`config.mk`:
```
export PLATFORM = sky130hd
export DESIGN_NAME = shift_add_mult
export DESIGN_NICKNAME = d
export VERILOG_FILES = /design/src/rtl/mult_pkg.sv /design/src/rtl/shift_add_mult_ctrl.sv /design/src/rtl/shift_add_mult.sv
export SDC_FILE = /design/constraint.sdc
export NUM_CORES = 1
export LEC_CHECK = 0
export BUFFER_PORTS_ARGS = -buffer_cell sky130_fd_sc_hd__buf_2
export CORE_ASPECT_RATIO = 0.6
export CORE_MARGIN = 3
export CORE_UTILIZATION = 30
export DETAILED_ROUTE_END_ITERATION = 16
export HOLD_SLACK_MARGIN = 0.02
export PLACE_DENSITY_LB_ADDON = 0.25
export SYNTH_ARGS = -nofsm -noshare
export SYNTH_HDL_FRONTEND = slang
export SYNTH_HIERARCHICAL = 1
export SYNTH_SLANG_ARGS = --single-unit
```
`constraint.sdc`:
```
create_clock -name clk -period 2.4 [get_ports clk]
set_input_delay 0.24 -clock clk [delete_from_list [all_inputs] [get_ports clk]]
set_output_delay 0.24 -clock clk [all_outputs]
set_load 0.02 [all_outputs]
```
`src/rtl/mult_pkg.sv`:
```
// Shared definitions for the shift-and-add multiplier: FSM encoding and counter sizing.
package mult_pkg;

   typedef enum logic [1:0] {
      ST_IDLE = 2'd0,
      ST_RUN  = 2'd1,
      ST_FIN  = 2'd2
   } state_e;

   // Counter must hold the value WIDTH, hence WIDTH+1 codes.
   function automatic int cnt_width(input int w);
      return $clog2(w + 1);
   endfunction

endpackage

```
`src/rtl/shift_add_mult_ctrl.sv`:
```
// Control unit for the shift-and-add multiplier: sequencing FSM, cycle counter,
// registered busy/done, and the load/step/finish/clear strobes for the datapath.
module shift_add_mult_ctrl
   import mult_pkg::*;
#(
   parameter int WIDTH = 4
) (
   input  logic clk,
   input  logic rst_n,
   input  logic start,
   input  logic abort,
   output logic load,
   output logic step,
   output logic finish,
   output logic clear,
   output logic busy,
   output logic done
);

   localparam int CW = cnt_width(WIDTH);
   localparam logic [CW-1:0] CNT_LAST = CW'(WIDTH - 1);

   state_e          state_q, state_d;
   logic [CW-1:0]   cnt_q, cnt_d;
   logic            busy_q, busy_d;
   logic            done_q, done_d;

   // Next-state, counter and strobe decode; abort outranks the FIN update.
   always_comb begin
      state_d = state_q;
      cnt_d   = cnt_q;
      load    = 1'b0;
      step    = 1'b0;
      finish  = 1'b0;
      clear   = 1'b0;
      case (state_q)
         ST_IDLE: begin
            if (start) begin
               load    = 1'b1;
               cnt_d   = '0;
               state_d = ST_RUN;
            end else begin
               state_d = ST_IDLE;
            end
         end
         ST_RUN: begin
            if (abort) begin
               clear   = 1'b1;
               cnt_d   = '0;
               state_d = ST_IDLE;
            end else begin
               step  = 1'b1;
               cnt_d = cnt_q + CW'(1);
               if (cnt_q == CNT_LAST) begin
                  state_d = ST_FIN;
               end else begin
                  state_d = ST_RUN;
               end
            end
         end
         ST_FIN: begin
            if (abort) begin
               clear = 1'b1;
            end else begin
               finish = 1'b1;
            end
            cnt_d   = '0;
            state_d = ST_IDLE;
         end
         default: begin
            cnt_d   = '0;
            state_d = ST_IDLE;
         end
      endcase
      busy_d = (state_d != ST_IDLE);
      done_d = finish;
   end

   // Control state registers.
   always_ff @(posedge clk or negedge rst_n) begin
      if (!rst_n) begin
         state_q <= ST_IDLE;
         cnt_q   <= '0;
         busy_q  <= 1'b0;
         done_q  <= 1'b0;
      end else begin
         state_q <= state_d;
         cnt_q   <= cnt_d;
         busy_q  <= busy_d;
         done_q  <= done_d;
      end
   end

   assign busy = busy_q;
   assign done = done_q;

endmodule

```
`src/rtl/shift_add_mult.sv`:
```
// Sequential shift-and-add multiplier, one partial product per clock.
// Operands are multiplied as magnitudes; the sign is reapplied when the result is stored.
module shift_add_mult
   import mult_pkg::*;
#(
   parameter int WIDTH = 4
) (
   input  logic               clk,
   input  logic               rst_n,
   input  logic               start,
   input  logic               signed_mode,
   input  logic [WIDTH-1:0]   op_a,
   input  logic [WIDTH-1:0]   op_b,
   input  logic               abort,
   output logic               busy,
   output logic               done,
   output logic [2*WIDTH-1:0] product
);

   localparam int PW = 2 * WIDTH;

   // The most-negative value maps to 2^(W-1), which still fits in W unsigned bits.
   function automatic logic [WIDTH-1:0] mag_of(input logic [WIDTH-1:0] v, input logic sm);
      if (sm && v[WIDTH-1]) begin
         return (~v) + WIDTH'(1);
      end else begin
         return v;
      end
   endfunction

   logic load_s, step_s, finish_s, clear_s;

   logic [PW-1:0]    mcand_q, mcand_d;
   logic [WIDTH-1:0] mag_b_q, mag_b_d;
   logic [PW-1:0]    acc_q, acc_d;
   logic             neg_q, neg_d;
   logic [PW-1:0]    product_q, product_d;

   shift_add_mult_ctrl #(
      .WIDTH (WIDTH)
   ) u_ctrl (
      .clk    (clk),
      .rst_n  (rst_n),
      .start  (start),
      .abort  (abort),
      .load   (load_s),
      .step   (step_s),
      .finish (finish_s),
      .clear  (clear_s),
      .busy   (busy),
      .done   (done)
   );

   // Datapath next-state driven by the control strobes.
   always_comb begin
      mcand_d   = mcand_q;
      mag_b_d   = mag_b_q;
      acc_d     = acc_q;
      neg_d     = neg_q;
      product_d = product_q;
      if (load_s) begin
         mcand_d = {{WIDTH{1'b0}}, mag_of(op_a, signed_mode)};
         mag_b_d = mag_of(op_b, signed_mode);
         neg_d   = signed_mode & (op_a[WIDTH-1] ^ op_b[WIDTH-1]);
         acc_d   = '0;
      end else if (step_s) begin
         if (mag_b_q[0]) begin
            acc_d = acc_q + mcand_q;
         end else begin
            acc_d = acc_q;
         end
         mcand_d = mcand_q << 1;
         mag_b_d = mag_b_q >> 1;
      end else if (finish_s) begin
         if (neg_q) begin
            product_d = (~acc_q) + PW'(1);
         end else begin
            product_d = acc_q;
         end
      end else if (clear_s) begin
         mcand_d = '0;
         mag_b_d = '0;
         acc_d   = '0;
         neg_d   = 1'b0;
      end else begin
         product_d = product_q;
      end
   end

   // Datapath registers.
   always_ff @(posedge clk or negedge rst_n) begin
      if (!rst_n) begin
         mcand_q   <= '0;
         mag_b_q   <= '0;
         acc_q     <= '0;
         neg_q     <= 1'b0;
         product_q <= '0;
      end else begin
         mcand_q   <= mcand_d;
         mag_b_q   <= mag_b_d;
         acc_q     <= acc_d;
         neg_q     <= neg_d;
         product_q <= product_d;
      end
   end

   assign product = product_q;

endmodule

```
==> summary.md <==
| Metric | Value |
|---|---|
| Run status | finished, final reports clean |
| Syn Area/Cell | 10.1 µm² |
| Layout cells sized above 1 | 0.226 |
| Sw Share | 0.270 |
| CTS tree | yes |
| Ys Warns | 6 |
| Post-synth EDFFs | 0 |
| Mapped Nets | 230 |
| Finished Cell Area | 2440 µm² |
| Flop pwr share | 0.395 |
| P_sw | 499 µW |
| Crit path DAT | 2.18 ns |
| Critical path class | register to register |
| Wire per inst | around 13 µm |
| Synth area leader | dfrtp_1 |
| Mapped Cells | 201 |
| Gates resized, CTS repair | 0 |
| Internal power | 1350 µW |
| GRT Overall Usage | 0.116 |
| Final Hold Violating Endpoints | 0 |
| Commonest cells after routing, fill and taps aside | dfrtp_1 (36), nand2_1 (25), buf_2 (22) |
| Reg clk slew, reported paths | 0.06 ns |
| # setup viols final | 0 |
| H-Tree Depth | 2 |
| Number of core rows | 22 |
| Cell variety after synth | 40 |
| Slew Limit Fails | 0 |
| Vias | 1,466 |
| Max-cap violations | 0 |
| Die area | approximately 7900 µm² |
| Mapped cell area | slightly above 2000 µm² |
| Chip height | between 60 and 70 µm |
| DRC errors left | 0 |
| Clk Latency, worst-skew pair | about 0.28 ns |
| Buffers added on ports | 22 |
| Vias in the first global route | between 1,000 and 1,500 |
| Clock skew | 0.00523 ns |
| WP data required | 2.56 ns |
| DRT iter0 DRCs | 63 |
| FMAX | 0.495 GHz |
| Pre-antenna DRT Iters | 4 |
| Synth Flop Type | dfrtp_1 |
| Global-route wire length before repair | 7.31 mm |
| Die width | 112 µm |
| Post-Layout Cell Count | ~310 |
| Post-route setup TNS | 0 ns |
| Share of the synthesized area in the top cell type | 0.442 |
| Worst-path fanout max | 5 |
| Max-slew headroom | 0.457 |
| Leakage power | ~0.0012 µW |
| Grt total ovfl | 0 |
| RSZ-0062 raised after global routing | false |
| Register bit total from synthesis | 36 |
| Placed cell areas | 2260 µm² |
| HPWL after DPL | about 3.2 mm |
| Top-level I/O count | 23 |
| PwrDens | 758 nW/µm² |
| CTS Buf Count | 5 |
| Logic gate share of total power | 0.177 |
| Post-Place Cells | roughly 310 |
| Slew @ Worst Pin | 0.815 ns |
| Hold WC Path Type | input port to asynchronous set/reset pin |
| # nets final | roughly 260 |
| Total wire length | 4.20 mm |
| Area contributors post-synth | dfrtp_1 (44%), ha_1 (9.2%), xor2_1 (4.7%), nand2_1 (4.6%), a21oi_1 (2.9%) |
| CORE AREA | approximately 6300 µm² |
| Initial antenna violation count | 0 |
| GPL Wtd Cong | ~0.81 |
| Hold Buf Count CTS | 0 |
| Layout area overhead | 19.8% |
| Post-route ant nets | 0 |
| Reg2Reg Depth | 7 |
| Post-CTS Setup Bufs | 0 |
| Most common cell after layout, fill and taps aside | dfrtp_1 |
| Clock power frac | 0.428 |
| Root buffer cell | clkbuf_16 |
| Crit. End Element | register |
| Clock sink count | 36 |
| CTS max path bufs | 2 |
| # diodes | 0 |
| Ys async rst share | 1.00 |
| Vias per cell | 4.67 |
| Largest net degree at the start of global routing | 37 |
| Crit path time final | 2.02 ns |
| Final worst path period share | 0.841 |
| Crit path launch type | register |
| Initial core utilization | 0.322 |
| Seq/Total Area, Yosys | 0.442 |
| Max VDD drop | 0.000410 V |
==> registers in the layout (all words and copies together), names as in the netlist <==
signal / flops
acc_q: 8
mcand_q: 8
product: 8
mag_b_q: 4
u_ctrl/cnt_q: 3
u_ctrl/state_q: 2
neg_q: 1
u_ctrl/busy: 1
u_ctrl/done: 1
==> power groups by stage <==
stage | sequential [µW] | combinational [µW] | clock [µW]
5_1_grt | 744 | 372 | 853
6_report | 731 | 327 | 793
4_1_cts | 732 | 333 | 810
3_5_place_dp | 743 | 330 | 0
2_1_floorplan | 729 | 234 | 0
3_3_place_gp | 739 | 329 | 0
==> critical path, cell delays in order, from the launching register on <==
cell	delay [ns]
dfrtp_1	0.43
ha_1	0.26
fa_1	0.43
a21o_2	0.21
a21oi_1	0.21
o211ai_1	0.14
xnor2_1	0.14
o21ai_0	0.08
==> area by class of cell <==
type / instances / area (µm²)
multi-input cells: 144 / 1050
clock inverters: 1 / 30.0
well taps: 84 / 105
repair buffers: 26 / 140
clock buffers: 7 / 153
flip-flops and latches: 36 / 901
inverters: 16 / 61.3
fillers: 649 / 3890
==> cells in the mapped netlist (2+ instances only) <==
cell	n
buf_2	2
a21o_1	2
or3_1	2
o21ai_2	4
inv_1	15
a221oi_1	2
o31ai_1	4
a22o_1	5
nand2_1	25
nand2b_4	2
xnor2_1	3
nor3b_1	2
xor2_1	11
dfrtp_1	36
a32o_1	3
a22oi_1	4
ha_1	15
nor2_1	11
nand3_1	3
o21ai_0	12
a21oi_1	12
a211oi_2	2
nand2b_1	2
mux2_2	3
clkbuf_1	2
o211ai_1	2
and2b_2	2
==> per-layer routing <==
| metal | wire (µm) | global-route usage |
|---|---|---|
| met1 | 2390 | 0.177 |
| met3 | 232 | 0.0366 |
| met5 | 0 | 0 |
| met4 | 0 | 0.0240 |
| met2 | 1580 | 0.158 |
==> stage by stage <==
step | utilization | hold slack [ns] | total power (µW) | setup WS [ns]
2_1_floorplan | - | -0.0556 | 962 | 0.549
3_3_place_gp | 0.357 | 0.386 | 1070 | 0.450
3_5_place_dp | 0.357 | 0.392 | 1070 | 0.371
4_1_cts | 0.386 | 0.0945 | 1880 | 0.367
5_1_grt | 0.386 | 0.133 | 1970 | 0.206
6_report | 0.386 | 0.0554 | 1850 | 0.380
==> logic make-up after synthesis <==
family,count (synthesis),share of synthesized area
simple gates,55,0.141
fa+ha+maj,16,0.102
buf+inv,21,0.0424
mux,4,0.0215
flops,36,0.442
xor+xnor,14,0.0602
compound gates,55,0.191
==> path summary, 6_finish.rpt <==
| check | slack, ns | to | startpoint |
|---|---|---|---|
| worst max register to register | 0.38 | acc_q[6]$_DFFE_PN0P_ | acc_q[0]$_DFFE_PN0P_ |
| min in group clk | 0.23 | mcand_q[0]$_DFFE_PN0P_ | op_a[0] |
| worst max-delay path | 0.38 | acc_q[6]$_DFFE_PN0P_ | acc_q[0]$_DFFE_PN0P_ |
| worst min-delay path | 0.06 | u_ctrl/state_q[0]$_DFF_PN0_ | rst_n |
| worst min register to register | 0.48 | u_ctrl/cnt_q[2]$_DFFE_PN0P_ | u_ctrl/cnt_q[2]$_DFFE_PN0P_ |
| max in group asynchronous | 1.82 | mcand_q[3]$_DFFE_PN0P_ | rst_n |
Note: power is estimated with default switching activity, not from simulation.
